===== src/rtl/add_sub_scheduler_if.sv =====
// add_sub_scheduler_if: two request channels and one tagged response channel
interface add_sub_scheduler_if #(parameter int WIDTH = 32);
    logic             in0_valid, in0_ready, in0_sub;
    logic [WIDTH-1:0] in0_a, in0_b;
    logic             in1_valid, in1_ready, in1_sub;
    logic [WIDTH-1:0] in1_a, in1_b;
    logic             out_valid, out_ready, out_id;
    logic [WIDTH-1:0] out_data;

    modport master (
        output in0_valid, in0_a, in0_b, in0_sub,
        output in1_valid, in1_a, in1_b, in1_sub,
        output out_ready,
        input  in0_ready, in1_ready, out_valid, out_data, out_id
    );

    modport slave (
        input  in0_valid, in0_a, in0_b, in0_sub,
        input  in1_valid, in1_a, in1_b, in1_sub,
        input  out_ready,
        output in0_ready, in1_ready, out_valid, out_data, out_id
    );
endinterface


===== src/rtl/add_sub_scheduler.sv =====
// add_sub_scheduler: round-robin time-sharing of one 32-bit CLA for add/sub requests
module add_sub_cla32 (
    input  logic [31:0] a,
    input  logic [31:0] b,
    output logic [31:0] sum
);
    logic [31:0] g, p, c;
    logic [7:0]  bg, bp, bc;
    logic        carry;

    assign g = a & b;
    assign p = a ^ b;

    for (genvar i = 0; i < 8; i++) begin : grp
        localparam int j = 4 * i;
        assign bg[i]  = g[j+3] | (p[j+3] & g[j+2]) | (p[j+3] & p[j+2] & g[j+1])
                      | (p[j+3] & p[j+2] & p[j+1] & g[j]);
        assign bp[i]  = &p[j+:4];
        assign c[j]   = bc[i];
        assign c[j+1] = g[j] | (p[j] & bc[i]);
        assign c[j+2] = g[j+1] | (p[j+1] & g[j]) | (p[j+1] & p[j] & bc[i]);
        assign c[j+3] = g[j+2] | (p[j+2] & g[j+1]) | (p[j+2] & p[j+1] & g[j])
                      | (p[j+2] & p[j+1] & p[j] & bc[i]);
    end

    // group carry chain: carry-in tied to 0, final carry-out discarded
    always_comb begin
        carry = 1'b0;
        for (int i = 0; i < 8; i++) begin
            bc[i] = carry;
            carry = bg[i] | (bp[i] & carry);
        end
    end

    assign sum = p ^ c;
endmodule

module add_sub_scheduler #(
    parameter int WIDTH   = 32,
    parameter bit RR_INIT = 1'b1
) (
    input  logic                 clk,
    input  logic                 rst,
    add_sub_scheduler_if.slave   bus,
    output logic                 busy
);
    typedef enum logic [1:0] {IDLE, PASS1, PASS2, DONE} state_t;

    state_t           state;
    logic [WIDTH-1:0] a_q, b_q, acc, add_a, add_b, sum;
    logic             sub_q, id_q, last_ptr, out_valid_q, grant0, grant1;

    // round-robin grant: on a tie the requester not served last wins
    always_comb begin
        grant1 = bus.in1_valid && (!bus.in0_valid || !last_ptr);
        grant0 = bus.in0_valid && !grant1;
    end

    // adder operands per pass; held at zero when the adder is idle
    always_comb begin
        add_a = state == PASS1 ? a_q : state == PASS2 ? acc : '0;
        add_b = state == PASS1 ? (sub_q ? ~b_q : b_q) : state == PASS2 ? WIDTH'(1) : '0;
    end

    add_sub_cla32 u_cla (.a(add_a), .b(add_b), .sum(sum));

    assign bus.in0_ready = (state == IDLE) && grant0;
    assign bus.in1_ready = (state == IDLE) && grant1;
    assign bus.out_valid = out_valid_q;
    assign bus.out_data  = acc;
    assign bus.out_id    = id_q;
    assign busy          = state != IDLE;

    // accept, run one or two adder passes, then hold the result until taken
    always_ff @(posedge clk or posedge rst) begin
        if (rst) begin
            state       <= IDLE;
            a_q         <= '0;
            b_q         <= '0;
            acc         <= '0;
            sub_q       <= 1'b0;
            id_q        <= 1'b0;
            last_ptr    <= RR_INIT;
            out_valid_q <= 1'b0;
        end else begin
            case (state)
                IDLE: if (grant0 || grant1) begin
                    a_q      <= grant1 ? bus.in1_a : bus.in0_a;
                    b_q      <= grant1 ? bus.in1_b : bus.in0_b;
                    sub_q    <= grant1 ? bus.in1_sub : bus.in0_sub;
                    id_q     <= grant1;
                    last_ptr <= grant1;
                    state    <= PASS1;
                end
                PASS1: begin
                    acc         <= sum;
                    state       <= sub_q ? PASS2 : DONE;
                    out_valid_q <= !sub_q;
                end
                PASS2: begin
                    acc         <= sum;
                    state       <= DONE;
                    out_valid_q <= 1'b1;
                end
                DONE: if (bus.out_ready) begin
                    state       <= IDLE;
                    out_valid_q <= 1'b0;
                end
                default: state <= IDLE;
            endcase
        end
    end
endmodule


===== src/flat_wrapper.sv =====
// flat-port wrapper written by rule: the top's interface ports become plain ports
module add_sub_scheduler_flat 
#(
    parameter int WIDTH   = 32,
    parameter bit RR_INIT = 1'b1
)
  (clk, rst, busy, bus_in0_valid, bus_in0_a, bus_in0_b, bus_in0_sub, bus_in1_valid, bus_in1_a, bus_in1_b, bus_in1_sub, bus_out_ready, bus_in0_ready, bus_in1_ready, bus_out_valid, bus_out_data, bus_out_id);
  add_sub_scheduler_if #(.WIDTH(WIDTH)) bus_i ();
  input  logic clk;
  input  logic rst;
  output logic busy;
  input wire logic [$bits(bus_i.in0_valid)-1:0] bus_in0_valid;
  input wire logic [$bits(bus_i.in0_a)-1:0] bus_in0_a;
  input wire logic [$bits(bus_i.in0_b)-1:0] bus_in0_b;
  input wire logic [$bits(bus_i.in0_sub)-1:0] bus_in0_sub;
  input wire logic [$bits(bus_i.in1_valid)-1:0] bus_in1_valid;
  input wire logic [$bits(bus_i.in1_a)-1:0] bus_in1_a;
  input wire logic [$bits(bus_i.in1_b)-1:0] bus_in1_b;
  input wire logic [$bits(bus_i.in1_sub)-1:0] bus_in1_sub;
  input wire logic [$bits(bus_i.out_ready)-1:0] bus_out_ready;
  output wire logic [$bits(bus_i.in0_ready)-1:0] bus_in0_ready;
  output wire logic [$bits(bus_i.in1_ready)-1:0] bus_in1_ready;
  output wire logic [$bits(bus_i.out_valid)-1:0] bus_out_valid;
  output wire logic [$bits(bus_i.out_data)-1:0] bus_out_data;
  output wire logic [$bits(bus_i.out_id)-1:0] bus_out_id;
  assign bus_i.in0_valid = bus_in0_valid;
  assign bus_i.in0_a = bus_in0_a;
  assign bus_i.in0_b = bus_in0_b;
  assign bus_i.in0_sub = bus_in0_sub;
  assign bus_i.in1_valid = bus_in1_valid;
  assign bus_i.in1_a = bus_in1_a;
  assign bus_i.in1_b = bus_in1_b;
  assign bus_i.in1_sub = bus_in1_sub;
  assign bus_i.out_ready = bus_out_ready;
  assign bus_in0_ready = bus_i.in0_ready;
  assign bus_in1_ready = bus_i.in1_ready;
  assign bus_out_valid = bus_i.out_valid;
  assign bus_out_data = bus_i.out_data;
  assign bus_out_id = bus_i.out_id;
  add_sub_scheduler #(.WIDTH(WIDTH), .RR_INIT(RR_INIT)) u_core (.clk(clk), .rst(rst), .bus(bus_i), .busy(busy));
endmodule

===== config.mk =====
export PLATFORM = sky130hd
export DESIGN_NAME = add_sub_scheduler_flat
export DESIGN_NICKNAME = d
export VERILOG_FILES = /design/src/rtl/add_sub_scheduler_if.sv /design/src/rtl/add_sub_scheduler.sv /design/src/flat_wrapper.sv
export SDC_FILE = /design/constraint.sdc
export NUM_CORES = 1
export LEC_CHECK = 0
export BUFFER_PORTS_ARGS = -buffer_cell sky130_fd_sc_hd__buf_2
export CAP_MARGIN = 10
export CORE_ASPECT_RATIO = 0.9
export CORE_MARGIN = 2
export CORE_UTILIZATION = 26
export CTS_CLUSTER_DIAMETER = 100
export DETAILED_ROUTE_END_ITERATION = 7
export SLEW_MARGIN = 20
export SYNTH_ARGS = -nofsm -noshare
export SYNTH_HDL_FRONTEND = slang
export SYNTH_HIERARCHICAL = 1
export SYNTH_SLANG_ARGS = --single-unit

===== constraint.sdc =====
create_clock -name clk -period 10.35 [get_ports clk]
set_input_delay 0.5175 -clock clk [delete_from_list [all_inputs] [get_ports clk]]
set_output_delay 0.5175 -clock clk [all_outputs]
set_load 0.03 [all_outputs]

==> run_results.csv <==
group,metric,value,unit
place,portBuffers,171,
drt,drt_iter0_drc,298,
grt,grt_pass1_wl,28700,µm
worst_setup_path,rr_endpoint,"u_core/bus.out_data[29]",
clock_network,htreeDepth,3,
grt,overflow,0,
worst_setup_path,cp.required,10.59,ns
clock_network,clk_latency,0.36,ns
clock_network,cts_resized,0,
floorplan,dieArea,0.0267,mm²
worst_setup_path,crit_path_start_kind,"flip-flop",
worst_setup_path,reg2reg_slack,5.83,ns
pwr,peakVddDrop,0.0925,mV
synth,yosysWarnings,6,
place,placedCellCount,1233,
timing,setup_violations,0,
timing,skew,0.0102,ns
finish,layout.cells.non_filler,1249,
timing,fin_crit,4.52,ns
clock_network,hold_buffers,0,
synth,ys_ff_latch,102,
synth,seq_area_frac_synth,38.6,%
clock_network,cts_made_buffers,9,
finish,design_area,0.00802,mm²
floorplan,die_x,172,µm
worst_setup_path,worstSetupEndpointType,"flip-flop",
finish,drive_above_1_share,26.6,%
timing,period_share,43.7,%
drt,wl,18200,µm
floorplan,pin_count,172,
finish,n_fill_cell,2673,
pwr,cellLeakagePower,3.89,nW
worst_setup_path,crit_type,"flip-flop to flip-flop",
outcome,outcome,"complete, no violations",
synth,synthFlopType,"dfrtp_1",
pwr,p_per_area,341,mW/mm²
grt,grt_start_max_net_pins,94,
synth,syn-instance-count,762,
synth,synth_nets,940,
synth,avgSynthCellArea,8.68,µm²
grt,grt_pass1_vias,5363,
worst_setup_path,path_max_fanout,59,
floorplan,rows,55,
place,placed_area,0.00773,mm²
drt,drc,0,
clock_network,cts_tree,"built",
drt,ant_nets,0,
synth,synth.distinct_cells,49,
synth,synthArstFlopShare,100,%
clock_network,cts_setup_buffers,0,
floorplan,coreArea,0.0250,mm²
place,hpwlAfterDp,13700,µm
timing,worstMarginPinSlew,1.00,ns
finish,area_growth,21.3,%
drt,via_per_inst,4.46,
timing,drv_slew,0,
worst_setup_path,reg2reg_from,"u_core/state[1]",
worst_hold_path,hp-class,"input pin to async pin",
floorplan,start_util,26.4,%
finish,layout.nets,1080,
worst_setup_path,arrival,4.76,ns
timing,fin_setup_tns,0,ns
drt,firstDrtPassIters,4,
clock_network,clockBufferDepth,2,
clock_network,cts_root_buf,"clkbuf_16",
timing,hold_viol_final,0,
grt,grt_usage,14.0,%
grt,antenna_found_initial,0,
worst_setup_path,rr_worst_depth,15,
floorplan,fp.dieH,155,µm
drt,num_vias,5575,
finish,finish.utilization,32.0,%
synth,syn_area,0.00661,mm²
timing,slew_headroom,32.9,%
timing,fmax,221,MHz
clock_network,clk_pin_slew,0.07,ns
synth,synth_edf_count,0,
finish,antenna_cells,0,
timing,rsz0062_at_grt,"no",
drt,wire_per_inst,14.6,µm
job,cap_violations,0,
clock_network,clock-sinks,102,
place,routabilityCongestion,0.851,
-- state kept, by name, indices dropped and copies added, names as in the netlist --
| signal | count |
|---|---|
| u_core/state | 2 |
| u_core/bus.out_data | 32 |
| u_core/bus.out_valid | 1 |
| u_core/b_q | 32 |
| u_core/last_ptr | 1 |
| u_core/sub_q | 1 |
| u_core/bus.out_id | 1 |
| u_core/a_q | 32 |
-- worst max path at each step --
stage                     from                 endpoint  slack (ns)  cells after the start
2_1_floorplan  u_core/state[0]  u_core/bus.out_data[29]        6.42                     16
3_3_place_gp   u_core/state[1]  u_core/bus.out_data[29]        5.93                     15
3_5_place_dp   u_core/state[1]  u_core/bus.out_data[29]        5.84                     15
4_1_cts        u_core/state[0]  u_core/bus.out_data[13]        5.83                     17
5_1_grt        u_core/state[1]  u_core/bus.out_data[29]        5.46                     15
6_report       u_core/state[1]  u_core/bus.out_data[29]        5.83                     15
-- cell type report --
type	instances	area [µm²]	share of cell area (%)
Timing Repair Buffer	179	916	11.4
Tap cell	342	428	5.33
Sequential cell	102	2550	31.8
Clock buffer	13	250	3.12
Clock inverter	3	43.8	0.546
Multi-Input combinational cell	603	3800	47.4
Inverter	7	28.8	0.359
-- power by group --
group	switching [mW]	leakage [nW]	internal [mW]
sequential	0.157	1.19	0.609
clock	0.150	0.144	0.195
combinational	0.942	2.56	0.683
total	1.25	3.89	1.49
-- routing by layer --
metal | GRT usage [%] | part of all wire (%) | up-vias
met5 | 0 | 0 | -
met4 | 4.96 | 2.5 | 0
met3 | 3.79 | 6.5 | 22
met2 | 21.1 | 42 | 152
met1 | 19.1 | 49 | 2516
li1 | - | - | 2885
-- worst max-delay path, cell delays in order, from the launching register on --
cell and delay [ns]:
dfrtp_1 0.44, inv_1 0.11, ha_2 0.51, buf_4 0.50
o21ai_0 0.18, ha_1 0.38, a21o_1 0.22, a21o_1 0.21
a221oi_4 0.26, nand4_1 0.16, a31oi_2 0.24, o21ai_2 0.13
a21o_2 0.23, fa_1 0.38, xor2_1 0.17, mux2_2 0.26
-- cell usage in the layout, fill, tap and decap left out, types with 2 or more instances in the layout --
master | netlist | routed
nand4_1 | 2 | 2
nor2b_1 | 4 | 4
fa_1 | 8 | 8
a211oi_1 | 4 | 4
and3_2 | 2 | 2
dfrtp_1 | 101 | 100
xor2_1 | 44 | 44
clkbuf_16 | 0 | 9
ha_1 | 35 | 34
xnor2_1 | 10 | 10
buf_2 | 28 | 171
a31oi_1 | 70 | 70
a21o_1 | 11 | 11
clkbuf_1 | 14 | 3
a22o_1 | 7 | 7
nand2b_1 | 3 | 3
nand3_1 | 4 | 4
buf_4 | 7 | 8
nor2_1 | 71 | 71
and2_1 | 33 | 33
nand2_1 | 192 | 192
mux2_2 | 32 | 32
o21ai_0 | 36 | 36
inv_1 | 7 | 6
a21oi_1 | 12 | 12
-- Yosys cell counts (all sizes together), types with 8 or more instances --
master  instances  area [µm²]
nand2         192         721
dfrtp         101        2530
a31oi          71         450
nor2           71         267
xor2           44         385
o21ai          38         194
buf            36         196
ha             35         438
and2           34         214
mux2           33         372
clkbuf         14        52.6
a21oi          13        68.8
a21o           12        91.3
xnor2          10        87.6
fa              8         160
-- stage by stage --
step / hold WS, ns / setup WS [ns] / power [mW]
after floorplan: 0.477 / 6.42 / 1.99
after global placement: 0.457 / 5.93 / 2.39
after detailed placement: 0.469 / 5.84 / 2.41
after CTS: 0.284 / 5.83 / 2.78
after global routing: 0.312 / 5.46 / 3.00
final: 0.252 / 5.83 / 2.74
-- cells by family after synthesis --
kind of cell | count (synthesis) | share of synthesized area (%)
AND/OR/NAND/NOR | 316 | 20.0
AO/OA/AOI/OAI | 156 | 15.3
flip-flops | 102 | 38.6
buffers and inverters | 57 | 4.16
XOR/XNOR | 54 | 7.15
adder cells (fa/ha/maj) | 43 | 9.04
multiplexers | 34 | 5.77
Note: power is estimated with default switching activity, not from simulation.
